===== src/rtl/spi_slave_phy.sv =====
// SPI slave PHY: synchronises SCK/CS_N/MOSI into the system clock domain,
// deserialises MOSI bytes into a framed RX stream and serialises a one-deep
// TX holding register onto MISO. MSB first; CPOL/CPHA set by parameters.
module spi_slave_phy #(
  parameter int unsigned PHASE  = 1,
  parameter int unsigned ACTIVE = 0
) (
  input  logic        clock,
  input  logic        rst_n,
  input  logic        sck,
  input  logic        cs_n,
  input  logic        mosi,
  output logic        miso,
  output logic        rx_stream_sof,
  output logic [7:0]  rx_stream_data,
  output logic        rx_stream_vld,
  output logic        rx_stream_eof,
  output logic        tx_send_flag,
  input  logic [23:0] tx_send_momment,
  input  logic [7:0]  tx_send_data,
  input  logic        tx_send_valid,
  output logic        tx_empty
);

  localparam int unsigned CNT_W    = 24;
  localparam logic        IDLE_SCK = (ACTIVE != 0);
  localparam logic [CNT_W-1:0] CNT_MAX = {CNT_W{1'b1}};

  logic [1:0]       sck_s;
  logic [1:0]       cs_s;
  logic [1:0]       mosi_s;
  logic             sck_d;
  logic             cs_d;
  logic [1:0]       settle;
  logic             armed;

  logic [6:0]       rx_shift;
  logic [2:0]       bit_cnt;
  logic [CNT_W-1:0] byte_cnt;

  logic [7:0]       tx_shift;
  logic [2:0]       tx_bit;
  logic [7:0]       hold_q;

  logic             in_frame;
  logic             cs_fall;
  logic             cs_rise;
  logic             lead;
  logic             trail;
  logic             sample_edge;
  logic             shift_edge;
  logic             tx_load;
  logic [CNT_W-1:0] load_cnt;
  logic             use_hold;
  logic [7:0]       load_byte;

  // Two-flop synchronisers plus one delayed copy for edge detection.
  // 'armed' blocks a false frame start when cs_n is already low at reset release.
  always_ff @(posedge clock or negedge rst_n) begin
    if (!rst_n) begin
      sck_s  <= {IDLE_SCK, IDLE_SCK};
      cs_s   <= 2'b11;
      mosi_s <= 2'b00;
      sck_d  <= IDLE_SCK;
      cs_d   <= 1'b1;
      settle <= 2'b00;
      armed  <= 1'b0;
    end else begin
      sck_s  <= {sck_s[0], sck};
      cs_s   <= {cs_s[0], cs_n};
      mosi_s <= {mosi_s[0], mosi};
      sck_d  <= sck_s[1];
      cs_d   <= cs_s[1];
      settle <= {settle[0], 1'b1};
      if (settle[1] && cs_s[1]) begin
        armed <= 1'b1;
      end
    end
  end

  // Frame/edge decode and TX load-source selection.
  always_comb begin
    in_frame    = armed & ~cs_s[1];
    cs_fall     = armed & cs_d & ~cs_s[1];
    cs_rise     = armed & ~cs_d & cs_s[1];
    lead        = in_frame & (sck_d == IDLE_SCK) & (sck_s[1] != IDLE_SCK);
    trail       = in_frame & (sck_d != IDLE_SCK) & (sck_s[1] == IDLE_SCK);
    sample_edge = (PHASE == 0) ? lead : trail;
    shift_edge  = (PHASE == 0) ? trail : lead;
    if (PHASE == 0) begin
      tx_load = cs_fall | (shift_edge & (tx_bit == 3'd7));
    end else begin
      tx_load = shift_edge & (tx_bit == 3'd0);
    end
    load_cnt  = cs_fall ? '0 : byte_cnt;
    use_hold  = tx_load & ~tx_empty & (load_cnt >= tx_send_momment);
    load_byte = use_hold ? hold_q : 8'hFF;
  end

  // Frame markers.
  always_ff @(posedge clock or negedge rst_n) begin
    if (!rst_n) begin
      rx_stream_sof <= 1'b0;
      rx_stream_eof <= 1'b0;
      tx_send_flag  <= 1'b0;
    end else begin
      rx_stream_sof <= cs_fall;
      rx_stream_eof <= cs_rise;
      tx_send_flag  <= in_frame;
    end
  end

  // RX deserialiser; a partial byte is dropped when the frame ends.
  always_ff @(posedge clock or negedge rst_n) begin
    if (!rst_n) begin
      rx_shift       <= '0;
      bit_cnt        <= '0;
      byte_cnt       <= '0;
      rx_stream_data <= '0;
      rx_stream_vld  <= 1'b0;
    end else begin
      rx_stream_vld <= 1'b0;
      if (cs_fall || cs_rise) begin
        bit_cnt <= '0;
        if (cs_fall) begin
          byte_cnt <= '0;
        end
      end else if (sample_edge) begin
        rx_shift <= {rx_shift[5:0], mosi_s[1]};
        bit_cnt  <= bit_cnt + 3'd1;
        if (bit_cnt == 3'd7) begin
          rx_stream_data <= {rx_shift, mosi_s[1]};
          rx_stream_vld  <= 1'b1;
          if (byte_cnt != CNT_MAX) begin
            byte_cnt <= byte_cnt + CNT_W'(1);
          end
        end
      end
    end
  end

  // TX serialiser; MISO idles high outside a frame.
  always_ff @(posedge clock or negedge rst_n) begin
    if (!rst_n) begin
      miso     <= 1'b1;
      tx_shift <= '1;
      tx_bit   <= '0;
    end else if (!in_frame) begin
      miso   <= 1'b1;
      tx_bit <= '0;
    end else if (tx_load) begin
      miso     <= load_byte[7];
      tx_shift <= {load_byte[6:0], 1'b1};
      tx_bit   <= (PHASE == 0) ? 3'd0 : 3'd1;
    end else if (shift_edge) begin
      miso     <= tx_shift[7];
      tx_shift <= {tx_shift[6:0], 1'b1};
      tx_bit   <= tx_bit + 3'd1;
    end
  end

  // One-deep holding register; a write in the same cycle as a take refills it.
  always_ff @(posedge clock or negedge rst_n) begin
    if (!rst_n) begin
      hold_q   <= '0;
      tx_empty <= 1'b1;
    end else if (tx_send_valid && (tx_empty || use_hold)) begin
      hold_q   <= tx_send_data;
      tx_empty <= 1'b0;
    end else if (use_hold) begin
      tx_empty <= 1'b1;
    end
  end

endmodule


===== config.mk =====
export PLATFORM = sky130hd
export DESIGN_NAME = spi_slave_phy
export DESIGN_NICKNAME = d
export VERILOG_FILES = /design/src/rtl/spi_slave_phy.sv
export SDC_FILE = /design/constraint.sdc
export NUM_CORES = 1
export LEC_CHECK = 0
export ABC_AREA = 1
export ABC_CLOCK_PERIOD_IN_PS = 5650
export CAP_MARGIN = 20
export CORE_ASPECT_RATIO = 1.5
export CORE_MARGIN = 2
export CORE_UTILIZATION = 40
export DETAILED_ROUTE_END_ITERATION = 6
export PLACE_DENSITY = 0.59
export SYNTH_ARGS = -nofsm -noshare
export SYNTH_HDL_FRONTEND = slang
export SYNTH_SLANG_ARGS = --single-unit

===== constraint.sdc =====
create_clock -name clock -period 5.65 [get_ports clock]
set_clock_uncertainty 0.05 [all_clocks]
set_input_delay 1.4125 -clock clock [delete_from_list [all_inputs] [get_ports clock]]
set_output_delay 1.4125 -clock clock [all_outputs]
set_load 0.01 [all_outputs]

==> results.tsv <==
metric	value	unit
outcome	finished clean	
largest net degree at the start of global routing	78	
htree depth	3	
hold_sp	settle[0]$_DFF_PN0_	
worst-margin pin slew	592	ps
Layout area overhead	20.6	%
# Max-Cap Violations	0	
initial core utilization	40.5	%
min Tclk post-route	3430	ps
ant diodes	0	
Filler cells	1139	
critical path class	in -> reg	
max incr delay on CP	450	ps
ys flop type	dfrtp_1	
Hold WC Path Type	reg -> reg	
Layout Nets	733	
CTS tree	done	
unique cell type count in the Yosys netlist	36	
Worst-path clk slew	60	ps
Max Root-Sink Buffers	2	
Critical Path Fanout Max	9	
CP required	5830	ps
Seq/Total Area, Yosys	42.0	%
row cnt	48	
share of cells above drive strength 1	7.60	%
DR vias	3979	
placed cell area	5250	µm²
clk_lat worst skew	340	ps
hold buffer count at CTS	0	
EDFF count, synth	0	
Leakage	2.79	nW
Worst Path Buf+Inv	2	
setup ws final	2220	ps
Core Area	11400	µm²
final wirelength	11000	µm
synthesis-stage register bit count	77	
setup TNS	0	ps
Max Slew Vio Count	0	
# setup viols final	0	
cts bufs inserted	9	
die width	91.8	µm
wire length per cell	13.3	µm
Worst R2R Setup Slack	2630	ps
Total GRT Usage	18.7	%
first-pass GRT wire length	18300	µm
WHS Path Cells	0	
r2r startpoint	armed$_DFFE_PN0P_	
fin crit share	60.7	%
Top delay family on crit path	simple AND/OR/NAND/NOR gates	
Setup crit start kind	input pin	
number of port buffers	51	
Post-Syn Area	4620	µm²
most frequent cells in the layout	174 x nand2_1, 94 x inv_1, 77 x nor2_1	
worst path cell trace	clkdlybuf4s50_1 > inv_1 > ha_1 > nand2_1 > nor2_1 > nand2_1 > nor2_1 > nand2_1 > nor2_1 > nand2_1 > nand2_1 > nand2_2 > nand2_4 > nand2_2 > nand2_1 > nand2_1	
Achievable Freq	292	MHz
max_slew headroom	60.3	%
Antenna Nets Post-Route	0	
DIE AREA	12500	µm²
initial antenna violation count	0	
DP HPWL	8160	µm
crit path max-delay cell type	clkdlybuf4s50_1	
worst hold endpoint	settle[1]$_DFF_PN0_	
vias in the first global route	3905	
Post-route DRC	0	
clock sinks	77	
Die H	136	µm
warning count from the yosys run	0	
via/cell ratio	4.85	
# resized after CTS	0	
RSZ-0062 raised after global routing	no	
pre-CTS setup slack	1810	ps
crit-path most repeated cell	nand2_1	
cell count after synthesis	615	
clk root buf	clkbuf_16	
I/O pins	52	
GPL Wtd Cong	0.865	
Mapped Nets	682	
final design instance area without fill	5570	µm²
Max VDD drop	0.000214	V
leading cell type in the layout, fill and taps excluded	nand2_1	
worst reg2reg path depth	19	
grt total ovfl	0	
Post-CTS Setup Bufs	0	
Worst EP arrival	3610	ps
Mean Syn Cell Area	7.52	µm²
share of synthesized registers carrying an async set or reset	100	%
Reg-to-Reg End	hold_q[5]$_DFFE_PN0P_	
Final Hold Viols	0	
DR pass1 iterations	4	
DR iter-0 viols	188	
Worst Setup End Kind	flop	
pwr/cell area	245	nW/µm²
-- cells in the mapped netlist, types with 6 or more instances --
| library cell | count | area (µm²) |
|---|---|---|
| nand2_1 | 174 | 653 |
| inv_1 | 94 | 353 |
| nor2_1 | 77 | 289 |
| dfrtp_1 | 65 | 1630 |
| o21ai_0 | 30 | 150 |
| ha_1 | 29 | 363 |
| nand3_1 | 28 | 140 |
| a21oi_1 | 25 | 125 |
| dfstp_2 | 12 | 315 |
| xor2_1 | 11 | 96.3 |
| o21ai_1 | 10 | 50.1 |
| nor3_1 | 9 | 45.0 |
| nand4_1 | 6 | 37.5 |
-- cells by family (layout without fill, tap and decap cells) --
family                     after synthesis  in the layout  share of synthesized area [%]
xor gates and xnor gates                11             11                           2.08
and+or+nand+nor                        310            310                           29.3
DFF                                     77             77                           42.0
adders and majority gates               29             29                           7.85
other                                    1              1                         0.0811
buffers and inverters                  111            167                           9.69
muxes                                    3              3                          0.731
AOI/OAI and AO/OA                       73             73                           8.25
-- worst max-delay path by stage --
| stage | depth (start not counted) | from | end | slack, ps |
|---|---|---|---|---|
| 2_1_floorplan | 15 | tx_send_momment[23] | hold_q[0]$_DFFE_PN0P_ | 2740 |
| 4_1_cts | 16 | tx_send_momment[23] | hold_q[5]$_DFFE_PN0P_ | 2170 |
| 3_3_place_gp | 16 | tx_send_momment[23] | hold_q[7]$_DFFE_PN0P_ | 1930 |
| 3_5_place_dp | 16 | tx_send_momment[23] | hold_q[5]$_DFFE_PN0P_ | 1810 |
| 5_1_grt | 16 | tx_send_momment[23] | hold_q[5]$_DFFE_PN0P_ | 1980 |
| 6_report | 16 | tx_send_momment[23] | hold_q[5]$_DFFE_PN0P_ | 2220 |
-- area by class of cell --
cell class / instances / area [µm²] / share of cell area (%)
Timing Repair Buffer: 52 / 536 / 9.61
Clock buffer: 11 / 233 / 4.18
Tap cell: 150 / 188 / 3.37
Sequential cell: 77 / 1940 / 34.8
Clock inverter: 5 / 61.3 / 1.10
Multi-Input combinational cell: 427 / 2230 / 40.1
Inverter: 99 / 382 / 6.85
-- layer usage --
| layer | vias to the layer above | part of all wire [%] | GRT usage, % |
|---|---|---|---|
| met2 | 63 | 53 | 34.3 |
| met5 | - | 0 | 0 |
| met3 | 15 | 2.7 | 3.62 |
| li1 | 2015 | - | - |
| met4 | 0 | 2.3 | 7.79 |
| met1 | 1886 | 42 | 21.0 |
-- registers in the layout, summed over array words and instances, names as in the netlist, 3 cells and up --
name	cells
byte_cnt	24
hold_q	8
rx_stream_data	8
rx_shift	7
tx_shift	7
bit_cnt	3
tx_bit	3
-- power breakdown --
part	internal [W]	switching [W]
Clock	0.000344	0.000243
Sequential	0.000597	0.0000221
Combinational	0.0000639	0.0000953
Total	0.00101	0.000360
-- worst reg2reg max path: stages, from the launching register on --
cell     delay, ps
dfrtp_1        340
inv_1           80
nor2_4         160
inv_4           80
nor2_8         360
nor2_1         140
ha_1           320
nand2_1         60
nor2_1         240
nand2_1        110
nor2_1         140
nand2_1         60
nor2_1          80
nand2_1         60
nand2_1         90
nand2_2        130
nand2_4        140
nand2_2        120
nand2_1        100
nand2_1         60
-- metrics by stage --
stage	instances	power (W)	utilization (%)	hold slack, ps
finish	821	0.00137	48.8	297
global route	821	0.00142	48.8	304
CTS	820	0.00137	48.6	300
detailed placement	804	0.000788	46.0	286
global placement	804	0.000783	46.0	283
floorplan	615	0.000719	-	281
(Power assumes the default switching activity.)
